==> src/rtl/mac_result_fifo.sv <==
// mac_result_fifo
//   Output buffer behind the MAC datapath stage. The MAC result and its valid
//   strobe have no backpressure, so this FIFO absorbs them and hands them to a
//   valid/ready consumer. Reads are first-word-fall-through. Words that arrive
//   while the FIFO is full, with no pop in the same cycle, are dropped. Each drop
//   sets a sticky overflow flag and increments a saturating drop counter.
//
// Ports
//   clk, reset        clock, synchronous active-high reset
//   in_data/in_valid  MAC result word and strobe (no ready returned)
//   out_data/valid    head-of-FIFO word (0 when empty) and its valid
//   out_ready         downstream accepts the head word this cycle
//   count             stored words, 0..DEPTH
//   overflow          sticky, set on any drop
//   drop_count        dropped words, saturating
//   clear_ovf         clears overflow and drop_count for one cycle
module mac_result_fifo #(
  parameter int WIDTH = 20,
  parameter int DEPTH = 8,
  parameter int CNT_W = 8
) (
  input  logic                       clk,
  input  logic                       reset,
  input  logic [WIDTH-1:0]           in_data,
  input  logic                       in_valid,
  output logic [WIDTH-1:0]           out_data,
  output logic                       out_valid,
  input  logic                       out_ready,
  output logic [$clog2(DEPTH):0]     count,
  output logic                       overflow,
  output logic [CNT_W-1:0]           drop_count,
  input  logic                       clear_ovf
);
  localparam int AW = $clog2(DEPTH);
  localparam logic [AW:0] FULL = (AW+1)'(DEPTH);

  logic [WIDTH-1:0] r_mem [DEPTH];
  logic [AW-1:0]    r_rd_ptr, r_wr_ptr;
  logic [AW:0]      r_count;
  logic             r_ovf;
  logic [CNT_W-1:0] r_drop;

  logic w_full, w_empty, w_pop, w_push, w_drop;

  assign w_full  = (r_count == FULL);
  assign w_empty = (r_count == '0);
  assign w_pop   = !w_empty && out_ready;
  // A full FIFO still accepts a word when the head leaves in the same cycle.
  assign w_push  = in_valid && (!w_full || w_pop);
  assign w_drop  = in_valid && w_full && !w_pop;

  assign out_valid  = !w_empty;
  assign out_data   = w_empty ? '0 : r_mem[r_rd_ptr];
  assign count      = r_count;
  assign overflow   = r_ovf;
  assign drop_count = r_drop;

  // Storage is not reset; pointers and count define what is live.
  always_ff @(posedge clk) begin
    if (!reset && w_push) r_mem[r_wr_ptr] <= in_data;
  end

  always_ff @(posedge clk) begin
    if (reset) begin
      r_rd_ptr <= '0;
      r_wr_ptr <= '0;
      r_count  <= '0;
      r_ovf    <= 1'b0;
      r_drop   <= '0;
    end else begin
      if (w_pop)  r_rd_ptr <= r_rd_ptr + AW'(1);
      if (w_push) r_wr_ptr <= r_wr_ptr + AW'(1);
      case ({w_push, w_pop})
        2'b10:   r_count <= r_count + 1'b1;
        2'b01:   r_count <= r_count - 1'b1;
        default: r_count <= r_count;
      endcase
      // A drop in the clearing cycle is counted after the clear.
      if (clear_ovf) begin
        r_ovf  <= w_drop;
        r_drop <= w_drop ? CNT_W'(1) : '0;
      end else if (w_drop) begin
        r_ovf <= 1'b1;
        if (!(&r_drop)) r_drop <= r_drop + 1'b1;
      end
    end
  end
endmodule

==> config.mk <==
export PLATFORM = sky130hd
export DESIGN_NAME = mac_result_fifo
export DESIGN_NICKNAME = d
export VERILOG_FILES = /design/src/rtl/mac_result_fifo.sv
export SDC_FILE = /design/constraint.sdc
export NUM_CORES = 1
export LEC_CHECK = 0
export CAP_MARGIN = 20
export CORE_UTILIZATION = 50
export CTS_CLUSTER_SIZE = 8
export DETAILED_ROUTE_END_ITERATION = 12
export PLACE_DENSITY = 0.7
export RECOVER_POWER = 50
export REMOVE_ABC_BUFFERS = 1
export SLEW_MARGIN = 20
export SYNTH_ARGS = -nofsm -noshare
export SYNTH_HDL_FRONTEND = slang
export SYNTH_SLANG_ARGS = --single-unit
export TNS_END_PERCENT = 100
==> constraint.sdc <==
create_clock -name clk -period 11.58 [get_ports clk]
set_input_delay 2.316 -clock clk [delete_from_list [all_inputs] [get_ports clk]]
set_output_delay 2.316 -clock clk [all_outputs]
set_load 0.02 [all_outputs]
* After elaboration in Yosys (flattened, before gate mapping)
Memories as Yosys holds them, arrays and structs flattened. A register that Yosys moved wholly into a read port is not among the register bits. Cells that the tools add are included.
Storage, ports and cells: flip-flop bits (word level) 19, latch bits 0, RAM bits 160, memory bits (read-only) 0, input port bits 25, memories 1
Memories:
- r_mem | words 8, bits a word 20, rd ports 1, clocked after memory_dff 1, write ports 1, line 37 | logic [WIDTH-1:0] r_mem [DEPTH];
Cells by class: add/subtract/negate cells 5, multiply operators 0, divide/modulo/power cells 0, $lt $le $gt $ge 0, eq/ne operators 4, shifts and indexed selects 0, muxes and demuxes 12, bitwise logic cells 0, reduce and logical (&&, ||, !) cells 15
Operator list (count):
- $mux 8 | 3
- $mux 20 | 1
- $add 8x1->8 const B | 1
- $pmux 4 s2 | 1
- $reduce_and 8->1 | 1
- $add 3x1->3 const B | 2
- $mux 3 | 2
- $logic_and 1x1->1 | 5
- $mux 1 | 5
- $add 4x1->4 const B | 1
- $eq 4x4->1 const B | 1
- $logic_not 1->1 | 4
- $logic_not 4->1 | 1
- $reduce_bool 2->1 | 2
- $sub 4x1->4 const B | 1
- $eq 2x1->1 const B | 1
- $eq 2x2->1 const B | 1
- $ne 2x2->1 const B | 1
- $reduce_and 2->1 | 1
- $logic_or 1x1->1 | 1

* Longest topological paths before layout
depth after elaboration 8, gate-level depth with buffers 9, mapped depth without buffers 8

* Least setup slack after synthesis
OpenSTA, ideal clock, no wires.
kind input -> register, from input in_valid, to memory r_mem[4][0] (enable), arrival time 5.280 ns, setup slack 5.845 ns, stages on the path 4, path buffers 1, cell sequence clkbuf_1 o21ai_0 or2_2 nor4b_1
On the way: cells in the longest elaborated chain, start to end 4
Ends and longest elaborated chain:
- start, declared | line 25 | input logic in_valid,
- $logic_and 1x1->1 | line 49 | assign w_push = in_valid && (!w_full || w_pop);
- $logic_and 1x1->1 | line 60 | if (!reset && w_push) r_mem[r_wr_ptr] <= in_data;
- $mux 1 | line 60
- $mux 1 (implied by the code) | line 60
- end, declared | line 37
No other way between the ends.

==> flow_metrics.env <==
export IMPL_insertion_delay_ns=0.42
export IMPL_h_tree_depth=4
export IMPL_finalPower_mw=1.52
export IMPL_hold_viol_final=0
export IMPL_nNetsFinal=495
export IMPL_end_kind="output pin"
export IMPL_cts_sinks=182
export IMPL_dp_cells=626
export IMPL_cts_resized=0
export IMPL_powerDensity_mw_per_mm2=174
export IMPL_setup_viol=0
export IMPL_leakagePower_nw=2.76
export IMPL_max_freq_mhz=190
export IMPL_synthFlopType="edfxtp_1"
export IMPL_yosysTopAreaCell="edfxtp_1"
export IMPL_clk_pin_slew_ns=0.07
export IMPL_netlist_instances=400
export IMPL_setup_ws_ns=6.31
export IMPL_synth_edf_count=160
export IMPL_grt_overflow_total=0
export IMPL_die_w_um=122
export IMPL_synth_avg_cell_area_um2=18.1
export IMPL_pin_count=59
export IMPL_wl_per_cell_um=20.8
export IMPL_gp_congestion=0.822
export IMPL_fin_crit_ns=5.27
export IMPL_antenna_cells=0
export IMPL_routed_via_density=5.85
export IMPL_placeableCoreArea_mm2=0.0140
export IMPL_vias=3855
export IMPL_grt_util_all_layers=0.198
export IMPL_first_pass_iters=4
export IMPL_worst_pin_slew_ns=1.09
export IMPL_drt_iter0_drc=265
export IMPL_hpwl_um=8260
export IMPL_synth_area_leaders="edfxtp_1 (66%), mux4_2 (12%), dfxtp_1 (6.1%)"
export IMPL_design_area_mm2=0.00873
export IMPL_syn2layout_area_growth_pct=20.5
export IMPL_rsz0062_at_grt="no"
export IMPL_post_cts_buffers=0
export IMPL_grt_pass1_vias=3923
export IMPL_cts_root_buf="clkbuf_16"
export IMPL_crit_type="flip-flop to output pin"
export IMPL_netlist_area_leader_share=0.663
export IMPL_cts_tree="built"
export IMPL_synthDistinctLibCells=47
export IMPL_hold_buffers=0
export IMPL_drv_cap=0
export IMPL_path_max_fanout=34
export IMPL_die_y_um=122
export IMPL_grt_max_degree=41
export IMPL_status="finished clean"
export IMPL_fin_skew_ns=0.00891
export IMPL_ant_nets=0
export IMPL_required_ns=9.26
export IMPL_wirelength_um=13700
export IMPL_finalCritPeriodShare=0.455
export IMPL_async_flop_share=0
export IMPL_tns_ns=0
export IMPL_fin_cells=659
export IMPL_ys_top_cells_by_count="edfxtp_1 (160), mux4_2 (40), nor2_1 (39)"
export IMPL_start_kind="flip-flop"
export IMPL_port_buffers=58
export IMPL_drive_gt1_frac=0.192
export IMPL_syn_area_mm2=0.00724
export IMPL_hold_path_class="flip-flop to flip-flop"
export IMPL_ys_ff_latch=182
export IMPL_yosysSeqAreaShare=0.724
export IMPL_dieArea_mm2=0.0150
export IMPL_final_util=0.624
export IMPL_relSlewSlack=0.274
export IMPL_cp_arrival_ns=2.95
export IMPL_peakVddDrop_uv=108
export IMPL_numCtsBuffers=17
export IMPL_antenna_found_initial=0
export IMPL_drc=0
export IMPL_dp_slack_ns=6.42
export IMPL_timing_hold_ws_ns=0.472
export IMPL_yosysMostFrequentCell="edfxtp_1"
export IMPL_grt_pass1_wl_um=21200
export IMPL_clockBufferDepth=2
export IMPL_final_max_slew_violation_count=0
export IMPL_std_cell_rows=43
export IMPL_start_util=0.518
export IMPL_yosys_warnings=0
export IMPL_postPlaceCellArea_mm2=0.00807
-- per-layer routing --
metal  wire (um)  GRT usage  up-vias
met2        6880      0.323      108
li1            -          -     1758
met1        5990      0.261     1971
met5           0          0        -
met4         242     0.0671        0
met3         605     0.0497       18
-- cell families (layout without fill, tap and decap cells) --
| group | count (synthesis) | in the layout | synth area share |
|---|---|---|---|
| compound gates | 34 | 34 | 0.0321 |
| simple gates | 90 | 90 | 0.0627 |
| fa+ha+maj | 4 | 4 | 0.00691 |
| mux | 62 | 62 | 0.155 |
| xor+xnor | 4 | 4 | 0.00484 |
| buf+inv | 24 | 103 | 0.0142 |
| flops | 182 | 182 | 0.724 |
-- final timing paths --
path	startpoint	endpoint	slack [ns]	depth (start not counted)
worst min-delay path	overflow	overflow	0.47	2
worst min register to register	overflow	overflow	0.47	2
worst max-delay path	flip-flop	out_data[5]	6.31	5
worst max register to register	count[3]	r_mem[6][0]	8.87	5
-- layout make-up --
class | instances | area, um^2
fillers | 992 | 5260
flip-flops and latches | 182 | 5250
multi-input cells | 194 | 1940
repair buffers | 69 | 663
clock buffers | 21 | 440
well taps | 180 | 225
clock inverters | 11 | 205
inverters | 2 | 7.51
-- power breakdown --
part | switching, mW | internal [mW] | total, mW
clock network | 0.224 | 0.402 | 0.626
logic | 0.0785 | 0.0787 | 0.157
registers | 0.0139 | 0.724 | 0.738
-- critical path: stages, from the launching register on --
cell and delay, ns:
dfxtp_2 0.47, buf_4 0.61, mux4_2 0.59, mux2i_1 0.23, nor2_1 0.07, clkdlybuf4s50_1 0.54
-- flip-flops by register name, indices dropped and copies added (netlist names), named ones only --
signal / count
r_wr_ptr: 3
r_mem: 160
count: 4
r_rd_ptr: 3
overflow: 1
drop_count: 8
-- placed cells by master (no fill, tap or decap), types with 3 or more instances in the layout --
cell type / netlist / layout
clkbuf_16: 0 / 17
a31oi_1: 5 / 5
clkbuf_1: 14 / 4
nor2_1: 39 / 35
a21oi_1: 8 / 8
o21ai_0: 5 / 5
dlygate4sd3_1: 0 / 30
ha_1: 4 / 4
nor4_2: 0 / 3
dfxtp_1: 22 / 20
or2_0: 0 / 3
buf_4: 0 / 11
nand2b_1: 3 / 3
xor2_1: 4 / 4
bufinv_16: 0 / 6
clkdlybuf4s50_1: 0 / 28
edfxtp_1: 160 / 160
a211oi_1: 3 / 3
mux2i_1: 21 / 21
mux4_2: 40 / 40
nor3_1: 8 / 8
o211ai_1: 3 / 3
nand3_1: 4 / 4
nand2_1: 12 / 12
No activity file was read; power rests on OpenSTA's default activity.
